===== src/rtl/dm_cache_controller.sv =====
// Direct-mapped cache controller: tag store, hit/miss FSM,
// read-miss line refill and write-through stores.
module dm_cache_controller #(
  parameter int ADDR_LEN     = 32,
  parameter int INDEX_LEN    = 6,
  parameter int OFFSET_LEN   = 4,
  parameter int WORD_S       = 32,
  parameter int CACHE_L_SIZE = 128
) (
  input  logic                    clk,
  input  logic                    reset,
  input  logic                    cpu_req_valid,
  output logic                    cpu_req_ready,
  input  logic                    cpu_req_write,
  input  logic [ADDR_LEN-1:0]     cpu_req_addr,
  input  logic [WORD_S-1:0]       cpu_req_wdata,
  output logic                    cpu_resp_valid,
  output logic [WORD_S-1:0]       cpu_resp_rdata,
  output logic                    mem_req_valid,
  input  logic                    mem_req_ready,
  output logic                    mem_req_write,
  output logic [ADDR_LEN-1:0]     mem_req_addr,
  output logic [WORD_S-1:0]       mem_req_wdata,
  input  logic                    mem_resp_valid,
  input  logic [CACHE_L_SIZE-1:0] mem_resp_line,
  output logic                    cache_select,
  output logic                    cache_write,
  output logic [INDEX_LEN-1:0]    cache_index,
  output logic [OFFSET_LEN-1:0]   cache_offset,
  output logic [CACHE_L_SIZE-1:0] cache_line_data,
  output logic [WORD_S-1:0]       cache_word_data,
  input  logic [CACHE_L_SIZE-1:0] cache_dout
);

  localparam int TAG_LEN = ADDR_LEN - INDEX_LEN - OFFSET_LEN;
  localparam int LINES   = 2 ** INDEX_LEN;

  typedef enum logic [2:0] {
    S_IDLE,
    S_LOOKUP,
    S_RD_REQ,
    S_RD_WAIT,
    S_WR_REQ,
    S_WR_WAIT,
    S_RESP
  } state_t;

  state_t r_state;
  state_t w_next;

  logic [ADDR_LEN-1:0] r_addr;
  logic [WORD_S-1:0]   r_wdata;
  logic [WORD_S-1:0]   r_rdata;
  logic                r_write;
  logic [LINES-1:0]    r_valid;
  logic [TAG_LEN-1:0]  r_tag [LINES];
  logic                r_hit_v;
  logic [TAG_LEN-1:0]  r_hit_tag;

  logic [INDEX_LEN-1:0]    w_req_idx;
  logic [INDEX_LEN-1:0]    w_idx;
  logic [TAG_LEN-1:0]      w_tag;
  logic [OFFSET_LEN-1:0]   w_off;
  logic [OFFSET_LEN-3:0]   w_wsel;
  logic                    w_hit;
  logic                    w_accept;
  logic                    w_fill;
  logic [WORD_S-1:0]       w_dout_word;
  logic [WORD_S-1:0]       w_line_word;

  assign w_req_idx   = cpu_req_addr[OFFSET_LEN +: INDEX_LEN];
  assign w_idx       = r_addr[OFFSET_LEN +: INDEX_LEN];
  assign w_tag       = r_addr[ADDR_LEN-1 -: TAG_LEN];
  assign w_off       = r_addr[OFFSET_LEN-1:0];
  assign w_wsel      = w_off[OFFSET_LEN-1:2];
  assign w_hit       = r_hit_v && (r_hit_tag == w_tag);
  assign w_accept    = (r_state == S_IDLE) && cpu_req_valid;
  assign w_fill      = (r_state == S_RD_WAIT) && mem_resp_valid;
  assign w_dout_word = cache_dout[w_wsel*WORD_S +: WORD_S];
  assign w_line_word = mem_resp_line[w_wsel*WORD_S +: WORD_S];

  // Tag/valid lookup is registered so it lines up with cache_dout.
  always_ff @(posedge clk) begin
    if (reset) begin
      r_state   <= S_IDLE;
      r_valid   <= '0;
      r_addr    <= '0;
      r_wdata   <= '0;
      r_write   <= 1'b0;
      r_rdata   <= '0;
      r_hit_v   <= 1'b0;
      r_hit_tag <= '0;
    end else begin
      r_state <= w_next;
      if (w_accept) begin
        r_addr    <= cpu_req_addr;
        r_wdata   <= cpu_req_wdata;
        r_write   <= cpu_req_write;
        r_rdata   <= '0;
        r_hit_v   <= r_valid[w_req_idx];
        r_hit_tag <= r_tag[w_req_idx];
      end
      if (r_state == S_LOOKUP && !r_write && w_hit)
        r_rdata <= w_dout_word;
      if (w_fill) begin
        r_valid[w_idx] <= 1'b1;
        r_rdata        <= w_line_word;
      end
    end
  end

  always_ff @(posedge clk) begin
    if (w_fill)
      r_tag[w_idx] <= w_tag;
  end

  always_comb begin
    w_next          = r_state;
    cpu_req_ready   = 1'b0;
    cpu_resp_valid  = 1'b0;
    cpu_resp_rdata  = '0;
    mem_req_valid   = 1'b0;
    mem_req_write   = 1'b0;
    mem_req_addr    = '0;
    mem_req_wdata   = '0;
    cache_select    = 1'b0;
    cache_write     = 1'b0;
    cache_index     = '0;
    cache_offset    = '0;
    cache_line_data = '0;
    cache_word_data = '0;
    unique case (r_state)
      S_IDLE: begin
        cpu_req_ready = 1'b1;
        if (cpu_req_valid) begin
          cache_index = w_req_idx;
          w_next      = S_LOOKUP;
        end
      end
      S_LOOKUP: begin
        cache_index = w_idx;
        if (r_write) begin
          w_next = S_WR_REQ;
          if (w_hit) begin
            cache_write     = 1'b1;
            cache_offset    = w_off;
            cache_word_data = r_wdata;
          end
        end else if (w_hit) begin
          w_next = S_RESP;
        end else begin
          w_next = S_RD_REQ;
        end
      end
      S_RD_REQ: begin
        cache_index   = w_idx;
        mem_req_valid = 1'b1;
        mem_req_addr  = {r_addr[ADDR_LEN-1:OFFSET_LEN],
                         {OFFSET_LEN{1'b0}}};
        if (mem_req_ready)
          w_next = S_RD_WAIT;
      end
      S_RD_WAIT: begin
        cache_index = w_idx;
        if (mem_resp_valid) begin
          cache_write     = 1'b1;
          cache_select    = 1'b1;
          cache_line_data = mem_resp_line;
          w_next          = S_RESP;
        end
      end
      S_WR_REQ: begin
        cache_index   = w_idx;
        mem_req_valid = 1'b1;
        mem_req_write = 1'b1;
        mem_req_addr  = r_addr;
        mem_req_wdata = r_wdata;
        if (mem_req_ready)
          w_next = S_WR_WAIT;
      end
      S_WR_WAIT: begin
        cache_index = w_idx;
        if (mem_resp_valid)
          w_next = S_RESP;
      end
      S_RESP: begin
        cpu_resp_valid = 1'b1;
        cpu_resp_rdata = r_rdata;
        w_next         = S_IDLE;
      end
      default: w_next = S_IDLE;
    endcase
  end

endmodule


===== config.mk =====
export PLATFORM = sky130hd
export DESIGN_NAME = dm_cache_controller
export DESIGN_NICKNAME = d
export VERILOG_FILES = /design/src/rtl/dm_cache_controller.sv
export SDC_FILE = /design/constraint.sdc
export NUM_CORES = 2
export LEC_CHECK = 0
export BUFFER_PORTS_ARGS = -buffer_cell sky130_fd_sc_hd__buf_2
export CAP_MARGIN = 20
export CORE_MARGIN = 2
export CORE_UTILIZATION = 46
export CTS_BUF_LIST = sky130_fd_sc_hd__clkbuf_4 sky130_fd_sc_hd__clkbuf_8
export DETAILED_ROUTE_END_ITERATION = 8
export SLEW_MARGIN = 0
export SYNTH_ARGS = -nofsm -noshare
export SYNTH_HDL_FRONTEND = slang
export SYNTH_SLANG_ARGS = --single-unit
export TNS_END_PERCENT = 5

===== constraint.sdc =====
create_clock -name clk -period 7.1 [get_ports clk]
set_input_delay 1.065 -clock clk [delete_from_list [all_inputs] [get_ports clk]]
set_output_delay 1.065 -clock clk [all_outputs]
set_load 0.005 [all_outputs]

==> flow_summary.ini <==
[finish]
syn_to_final_growth_pct = 16.8
fin_nets = 4998
layout_commonest_cell = edfxtp_1
nFillCells = 11200
ff_latch_area_um2 = 46100
drive_gt1_share_pct = 31.2
final_cell_mix = 1408 x edfxtp_1, 594 x buf_2, 369 x mux2i_1, 296 x clkbuf_8, 262 x and2_1
multiInputGateArea_um2 = 18100

[sta]
finalSetupTns_ps = 0
finalCriticalPeriod_ps = 5070
clock_skew_ps = 51.1
clock.fmax_ghz = 0.197
worst_hold_slack_ps = 330
drv_slew = 0
rsz0062_at_grt = no
setup_violations = 0
fin_crit_sh_pct = 71.4
max-slew-margin-rel_pct = 11.5
tightest_slew_ps = 1320
hold_viol = 0

[cts]
post_cts.repair.setup_buffers = 0
clk_latency_ps = 980
cts_buffers = 277
clk_pin_slew_worst_paths_ps = 70
clockRootBuffer = clkbuf_8
cts_tree = yes
clockBufferDepth = 4
htree_levels = 5
ctsHoldBuffers = 0
cts-resized-gates = 0
cts.sinks = 1595

[yosys]
syn_area_per_cell_um2 = 16.3
synth_area_um2 = 64800
async_reset_ff_share_pct = 0
yosysSeqAreaShare_pct = 71.0
yosysUniqueCellTypes = 42
synth_nets = 4294
synth_warnings = 0
synthFlopType = edfxtp_1
synth_edf_count = 1408
synth_cells = 3968
synth_seq_cells = 1595

[drt]
dr.first_iter.drc_count = 5155
vias = 40100
drt_wl_total_um = 220000
dr.pass1.iters = 6
viasPerCell = 5.89
drc = 0
wl_per_cell_um = 32.3
antenna_left = 0

[setup_path]
worstSetupStartpointType = register
slowest_delay_ps = 640
critPathKind = register to output pin
end_kind = output pin
cp_data_required_time_ps = 6030
path_buf_inv = 3
path_cells = buf_4 -> xnor2_1 -> nand4_1 -> nor4_4 -> buf_4 -> and2_1 -> buf_2
cp_max_fo = 67
cpLargestDelayFamily = simple AND/OR/NAND/NOR gates
worst_path_max_delay_cell = buf_4
worstPathArrival_ps = 4010
crit_top_cell = buf_4

[power_and_ir_drop]
p_leak_nw = 26.8
p_clk_share_pct = 39.3
comb_power_share_pct = 8.9
peakVddDrop_uv = 207
power_density_nw_per_um2 = 269
intPower_w = 0.0154
p_sw_w = 0.00499
p_sw_share_pct = 24.5
p_seq_share_pct = 51.8

[placed_design]
gp_congestion = 0.913
dp_hpwl_um = 141000
port-buffer-count = 597

[worst_hold_path]
min_path_type = input pin to register

[floorplanning]
rows = 137
die_h_um = 379
chipWidth_um = 379
start_util_pct = 46.4
core_area_um2 = 140000
ios = 598
dieArea_um2 = 144000

[outcome]
outcome = completed

[global_routing]
grt_pass1_vias = 38200
grt_pass1_wl_um = 299000
grt_max_degree = 131
antenna_found_initial = 62
gr-total-overflow = 0
grt.total_usage_pct = 30.2

[job]
max_cap_violations = 0
[cells by family after synthesis]
family | count (synthesis) | share of synthesized area (%)
flops | 1595 | 71.0
simple gates | 1028 | 8.43
mux | 617 | 14.3
compound gates | 437 | 4.18
buf+inv | 268 | 1.77
xor+xnor | 23 | 0.311
[power by group through the flow]
stage / registers (W) / logic [W] / clock network, W
finish: 0.0105 / 0.00181 / 0.00799
global route: 0.0105 / 0.00188 / 0.00850
CTS: 0.0105 / 0.00177 / 0.00809
detailed placement: 0.0107 / 0.00177 / 0
global placement: 0.0107 / 0.00174 / 0
floorplan: 0.0108 / 0.000837 / 0
[stage by stage]
stage | setup WS [ps] | util [%] | total power, W | std cells | area (µm²)
2_1_floorplan | 3380 | - | 0.0116 | 3968 | 64800
3_3_place_gp | 2520 | 50.4 | 0.0125 | 6267 | 70400
3_5_place_dp | 2490 | 50.4 | 0.0125 | 6268 | 70400
4_1_cts | 2110 | 54.1 | 0.0204 | 6738 | 75500
5_1_grt | 1960 | 54.2 | 0.0209 | 6797 | 75700
6_report | 2030 | 54.2 | 0.0203 | 6814 | 75700
[final cells by class]
cell class,count,area share [%]
Sequential cell,1595,60.8
Multi-Input combinational cell,2105,23.9
Clock buffer,395,6.36
Timing Repair Buffer,691,5.09
Tap cell,1876,3.10
Clock inverter,75,0.477
Antenna cell,75,0.248
Inverter,2,0.0132
[cells in the mapped netlist (19+ instances only)]
cell type | instances | share of area (%)
a21oi_1 | 237 | 1.8
edfxtp_1 | 1408 | 65
mux4_2 | 248 | 8.6
nand3_1 | 100 | 0.77
nand2_1 | 260 | 1.5
a22oi_1 | 138 | 1.6
buf_2 | 79 | 0.61
nand4_1 | 54 | 0.52
and2_1 | 264 | 2.5
clkbuf_1 | 155 | 0.90
nand3_2 | 30 | 0.46
a221o_1 | 23 | 0.36
nor2_1 | 162 | 0.94
xnor2_1 | 19 | 0.26
mux2i_1 | 369 | 5.7
nor2b_1 | 99 | 0.96
a31oi_1 | 32 | 0.31
buf_1 | 25 | 0.14
dfxtp_1 | 187 | 5.8
nor3b_1 | 27 | 0.31
[final timing paths]
| path | start | to | slack, ps | depth (start not counted) |
|---|---|---|---|---|
| setup reg to reg | r_state[0] | r_tag[59][19] | 3510 | 4 |
| hold reg to reg | r_wdata[6] | r_wdata[6] | 460 | 2 |
| setup / recovery | r_addr[19] | cache_word_data[11] | 2030 | 7 |
| hold / removal | cpu_req_wdata[0] | r_wdata[0] | 330 | 3 |
[routing by layer]
layer / part of all wire, % / vias up / track usage [%] / wire length [µm]
met1: 40 / 20600 / 40.6 / 88000
met2: 44 / 2199 / 42.4 / 96200
met3: 11 / 367 / 9.46 / 23200
met5: 0.098 / - / 0.172 / 215
li1: - / 16900 / - / -
met4: 5.7 / 28 / 19.2 / 12700
[flip-flops by register name, summed over array words and instances, names as in the netlist]
name / flops
r_write: 1
r_state: 3
r_addr: 32
r_hit_tag: 22
r_hit_v: 1
r_rdata: 32
r_wdata: 32
r_valid: 64
r_tag: 1408
[worst register-to-register path, stage by stage, from the launching register on]
cell and delay [ps]:
dfxtp_1 600, nand3_1 290, inv_4 370, nand3_1 830
nor2_4 1070
(Power assumes the default switching activity.)
